==> config.mk <==
export PLATFORM = sky130hd
export DESIGN_NAME = mouse_grid_picker
export DESIGN_NICKNAME = d
export VERILOG_FILES = /design/src/rtl/mouse_grid_picker.sv
export SDC_FILE = /design/constraint.sdc
export NUM_CORES = 1
export LEC_CHECK = 0
export BUFFER_PORTS_ARGS = -buffer_cell sky130_fd_sc_hd__buf_2
export CORE_MARGIN = 2
export CORE_UTILIZATION = 52
export DETAILED_ROUTE_END_ITERATION = 8
export PLACE_DENSITY = 0.73
export SLEW_MARGIN = 20
export SYNTH_ARGS = -nofsm -noshare
export SYNTH_HDL_FRONTEND = slang
export SYNTH_SLANG_ARGS = --single-unit
==> constraint.sdc <==
create_clock -name clk -period 2.22 [get_ports clk]
set_input_delay 0.444 -clock clk [delete_from_list [all_inputs] [get_ports clk]]
set_output_delay 0.444 -clock clk [all_outputs]
set_load 0.01 [all_outputs]
==> src/rtl/mouse_grid_picker.sv <==
// mouse_grid_picker: converts a left-button click in pixel coordinates into a
// 10x10 board cell index {row, col} and a one-cycle pick request. Row and
// column are found by repeated subtraction of CELL_SIZE, so no divider is used.
module mouse_grid_picker #(
  parameter int GRID_X0   = 112,
  parameter int GRID_Y0   = 184,
  parameter int CELL_SIZE = 40
) (
  input  logic        clk,
  input  logic        rst,
  input  logic        enable,
  input  logic [11:0] xpos,
  input  logic [11:0] ypos,
  input  logic        left,
  output logic        pick_ship,
  output logic [7:0]  mouse_pos,
  output logic        busy
);

  // Grid bounds as 12-bit quantities; the end bounds are exclusive.
  localparam logic [11:0] X_START = 12'(GRID_X0);
  localparam logic [11:0] Y_START = 12'(GRID_Y0);
  localparam logic [11:0] X_END   = 12'(GRID_X0 + 10 * CELL_SIZE);
  localparam logic [11:0] Y_END   = 12'(GRID_Y0 + 10 * CELL_SIZE);
  localparam logic [11:0] CELL    = 12'(CELL_SIZE);

  typedef enum logic [2:0] {
    ST_IDLE         = 3'd0,
    ST_CHECK        = 3'd1,
    ST_DIVIDE       = 3'd2,
    ST_PULSE        = 3'd3,
    ST_WAIT_RELEASE = 3'd4
  } state_t;

  state_t      state_r;
  logic        left_d_r;
  logic [11:0] x_cap_r;
  logic [11:0] y_cap_r;
  logic [11:0] x_rem_r;
  logic [11:0] y_rem_r;
  logic [3:0]  col_cnt_r;
  logic [3:0]  row_cnt_r;

  logic        press_s;
  logic        outside_s;
  logic        x_step_s;
  logic        y_step_s;

  // Rising-edge detect on the button, bounds test on the captured click, and
  // per-axis "another whole cell remains" flags for the divider.
  always_comb begin
    press_s   = left & ~left_d_r;
    outside_s = (x_cap_r < X_START) || (x_cap_r >= X_END) ||
                (y_cap_r < Y_START) || (y_cap_r >= Y_END);
    x_step_s  = (x_rem_r >= CELL);
    y_step_s  = (y_rem_r >= CELL);
  end

  // Conversion FSM with registered pick, cell index and busy outputs.
  always_ff @(posedge clk or posedge rst) begin
    if (rst) begin
      state_r   <= ST_IDLE;
      left_d_r  <= 1'b1;
      x_cap_r   <= 12'd0;
      y_cap_r   <= 12'd0;
      x_rem_r   <= 12'd0;
      y_rem_r   <= 12'd0;
      col_cnt_r <= 4'd0;
      row_cnt_r <= 4'd0;
      pick_ship <= 1'b0;
      mouse_pos <= 8'h00;
      busy      <= 1'b0;
    end else begin
      left_d_r <= left;
      case (state_r)
        ST_IDLE: begin
          pick_ship <= 1'b0;
          if (press_s && enable) begin
            x_cap_r <= xpos;
            y_cap_r <= ypos;
            busy    <= 1'b1;
            state_r <= ST_CHECK;
          end else begin
            state_r <= ST_IDLE;
          end
        end
        ST_CHECK: begin
          if (outside_s) begin
            state_r <= ST_WAIT_RELEASE;
          end else begin
            x_rem_r   <= x_cap_r - X_START;
            y_rem_r   <= y_cap_r - Y_START;
            col_cnt_r <= 4'd0;
            row_cnt_r <= 4'd0;
            state_r   <= ST_DIVIDE;
          end
        end
        ST_DIVIDE: begin
          if (!x_step_s && !y_step_s) begin
            pick_ship <= 1'b1;
            mouse_pos <= {row_cnt_r, col_cnt_r};
            state_r   <= ST_PULSE;
          end else begin
            if (x_step_s) begin
              x_rem_r   <= x_rem_r - CELL;
              col_cnt_r <= col_cnt_r + 4'd1;
            end
            if (y_step_s) begin
              y_rem_r   <= y_rem_r - CELL;
              row_cnt_r <= row_cnt_r + 4'd1;
            end
            state_r <= ST_DIVIDE;
          end
        end
        ST_PULSE: begin
          pick_ship <= 1'b0;
          state_r   <= ST_WAIT_RELEASE;
        end
        ST_WAIT_RELEASE: begin
          if (!left) begin
            busy    <= 1'b0;
            state_r <= ST_IDLE;
          end else begin
            state_r <= ST_WAIT_RELEASE;
          end
        end
        default: begin
          pick_ship <= 1'b0;
          busy      <= 1'b0;
          state_r   <= ST_IDLE;
        end
      endcase
    end
  end

endmodule

==> flow_metrics.py <==
metrics = {
    "detailed_routing": {
        "avgRoutedWirePerCell_microns": 15.4,
        "vias_per_cell": 5.89,
        "wirelength_microns": 6660,
        "drt_pass1_iterations": 4,
        "vias": 2549,
        "ant_nets": 0,
        "drt_iter0_drc": 135,
        "drc_errors": 0,
    },
    "floorplan": {
        "initial_core_util_pct": 53.3,
        "io_pins": 38,
        "dieArea_sq_um": 6670,
        "rows": 28,
        "dieHeight_microns": 81.7,
        "die_x_microns": 81.7,
        "coreArea_sq_um": 5890,
    },
    "synthesis": {
        "synthDistinctLibCells": 56,
        "mappedNetlistNets": 339,
        "synth_most_common_cell": "dfrtp_1",
        "synth_top_area_share_pct": 45.5,
        "synth_area_per_cell_sq_um": 10.3,
        "synth.yosys.warnings": 0,
        "syn_area_sq_um": 3140,
        "synth_common_cells": "dfrtp_1 (57), mux2_2 (27), o21ai_0 (22)",
        "yosysTopAreaCell": "dfrtp_1",
        "synth_seq_cells": 58,
        "synth_cells": 304,
        "synth_edf_count": 0,
        "synth-main-ff-cell": "dfrtp_1",
        "synthTopCellsByArea": "dfrtp_1 (45%), mux2_2 (9.7%), o21ai_0 (3.5%)",
        "synthArstFlopShare_pct": 100,
        "synth_seq_area_share_pct": 46.3,
    },
    "critical_path": {
        "startpoint": "y_rem_r[6]",
        "slowest_delay_ns": 0.56,
        "cp-start-kind": "flip-flop",
        "rrSetupSlack_ns": 0.06,
        "cpLargestDelayFamily": "simple AND/OR/NAND/NOR gates",
        "r2r_cells": 4,
        "crit_required_ns": 2.45,
        "cp_slowest_cell": "or4_1",
        "arrival_ns": 2.38,
        "crit_type": "reg2reg",
        "path_cells": "or4_1, or4_4, nor2_2, mux2_2",
        "critical_path_buf_inv_count": 0,
        "r2r_start": "y_rem_r[6]",
        "endpoint_kind": "flip-flop",
        "cp_max_fo": 6,
        "rr_endpoint": "mouse_pos[2]",
    },
    "finish": {
        "drive_gt1_share_pct": 31.8,
        "register_area_sq_um": 1450,
        "num-nets-final": 388,
        "multi_input_area_sq_um": 1590,
        "fill_cells": 491,
        "final_core_utilization_pct": 62.7,
        "layout-area-overhead-vs-synth_pct": 17.7,
        "diodes": 0,
    },
    "clocking": {
        "htree_levels": 3,
        "clk_pin_slew_ns": 0.07,
        "cts_root_buf": "clkbuf_8",
        "cts_buffers": 9,
        "clockBufferDepth": 2,
        "tritoncts": "done",
        "clk_latency_ns": 0.34,
        "cts_sinks": 58,
    },
    "grt": {
        "grt_usage_pct": 22.1,
        "grt_overflow": 0,
        "grt_max_degree": 36,
        "antenna_found_initial": 0,
        "grt_pass1_wl_microns": 11200,
        "first_global_vias": 2419,
    },
    "timing": {
        "clock.fmax_mhz": 464,
        "hold_slack_ns": 0.152,
        "hold_viol": 0,
        "fin_crit_ns": 2.16,
        "worst_pin_slew_ns": 0.568,
        "skew_ns": 0.00779,
        "rsz0062_at_grt": "yes",
        "slew_violations": 0,
        "relSlewSlack_pct": 62.1,
        "setup_viol": 0,
        "fin_crit_sh_pct": 97.1,
    },
    "power_and_ir_drop": {
        "swShare_pct": 36.3,
        "switchingPower_mw": 1.31,
        "seq_power_share_pct": 43.2,
        "p_per_area_nw_per_um2": 976,
        "pwr-share-comb_pct": 32.3,
        "irDropWorstVdd_mv": 0.642,
        "p_int_mw": 2.30,
        "clockPowerShare_pct": 24.5,
        "leakage_nw": 1.68,
        "total_power_mw": 3.60,
    },
    "place": {
        "portBuffers": 31,
        "dp.final_hpwl_microns": 4800,
        "gp_congestion": 0.822,
    },
    "outcome": {
        "status": "complete, no violations",
    },
    "job": {
        "maxCapViolCount": 0,
    },
    "min_path": {
        "holdCritPathClass": "in2async",
    },
}
-- cell families after synthesis --
group,share of synthesized area (%)
muxes,10.0
adders and majority gates,2.79
xor gates and xnor gates,3.63
and+or+nand+nor,15.8
AOI/OAI and AO/OA,17.7
buffers and inverters,3.79
DFF,46.3
-- registers in the layout, summed over array words and instances (netlist names), 3 cells and up --
| register | flops |
|---|---|
| x_rem_r | 9 |
| mouse_pos | 8 |
| col_cnt_r | 4 |
| x_cap_r | 9 |
| y_cap_r | 9 |
| row_cnt_r | 4 |
| y_rem_r | 9 |
| state_r | 3 |
-- layout by cell type, fill, tap and decap left out, types with 9 or more instances in the layout --
cell type	count
dfrtp_1	57
buf_2	31
mux2_2	27
o21ai_0	22
buf_4	21
nand2_1	19
nand3_1	18
a21oi_1	12
nor2_1	10
nor3_1	10
inv_1	10
clkbuf_8	10
xor2_1	9
-- worst register-to-register path: stages, from the launching register on --
cell and delay, ns:
dfrtp_1 0.38, or4_1 0.56, or4_4 0.51, nor2_2 0.24, mux2_2 0.36
-- through the flow --
step                      cells  setup slack (ns)  cell area [sq um]  TNS [ns]
after floorplan             304            0.0160               3140         0
after global placement      416            0.0226               3500         0
after detailed placement    416            0.0169               3500         0
after CTS                   432            0.0358               3680         0
after global routing        433           -0.0131               3690   -0.0341
final                       433            0.0642               3690         0
-- metal layers --
layer,up-vias,GRT usage [%],wire length [microns]
li1,1234,-,-
met1,1226,31.1,3210
met4,0,11.2,132
met5,-,0,0
met3,13,3.74,312
met2,76,33.1,3010
-- timing repair --
action / in CTS / in global routing
buffers inserted: 0 / 0
hold buffers: 0 / 0
gates cloned: 0 / 1
pin swaps: 0 / 1
hold endpoints to repair: 0 / 0
setup endpoints to repair: 1 / 8
resized for setup: 1 / 1
-- how the worst max path moves through the flow --
stage / endpoint / cells past startpoint
finish: mouse_pos[2] / 4
global route: mouse_pos[3] / 4
CTS: mouse_pos[7] / 4
detailed placement: row_cnt_r[3] / 5
global placement: row_cnt_r[3] / 5
floorplan: mouse_pos[0] / 5
-- final cells by class --
type | instances | area share (%)
sequential | 58 | 39.3
multi-input combinational | 219 | 43.0
clock inverter | 6 | 1.12
timing repair buffer | 53 | 9.01
tap | 75 | 2.54
inverter | 12 | 1.22
clock buffer | 10 | 3.73
-- power groups by stage --
| stage | sequential [mW] | combinational, mW | clock (mW) |
|---|---|---|---|
| CTS | 1.55 | 1.15 | 0.902 |
| global route | 1.60 | 1.28 | 0.944 |
| global placement | 1.56 | 1.11 | 0 |
| finish | 1.56 | 1.16 | 0.882 |
| floorplan | 1.50 | 0.836 | 0 |
| detailed placement | 1.57 | 1.14 | 0 |
Note: power is estimated with default switching activity, not from simulation.
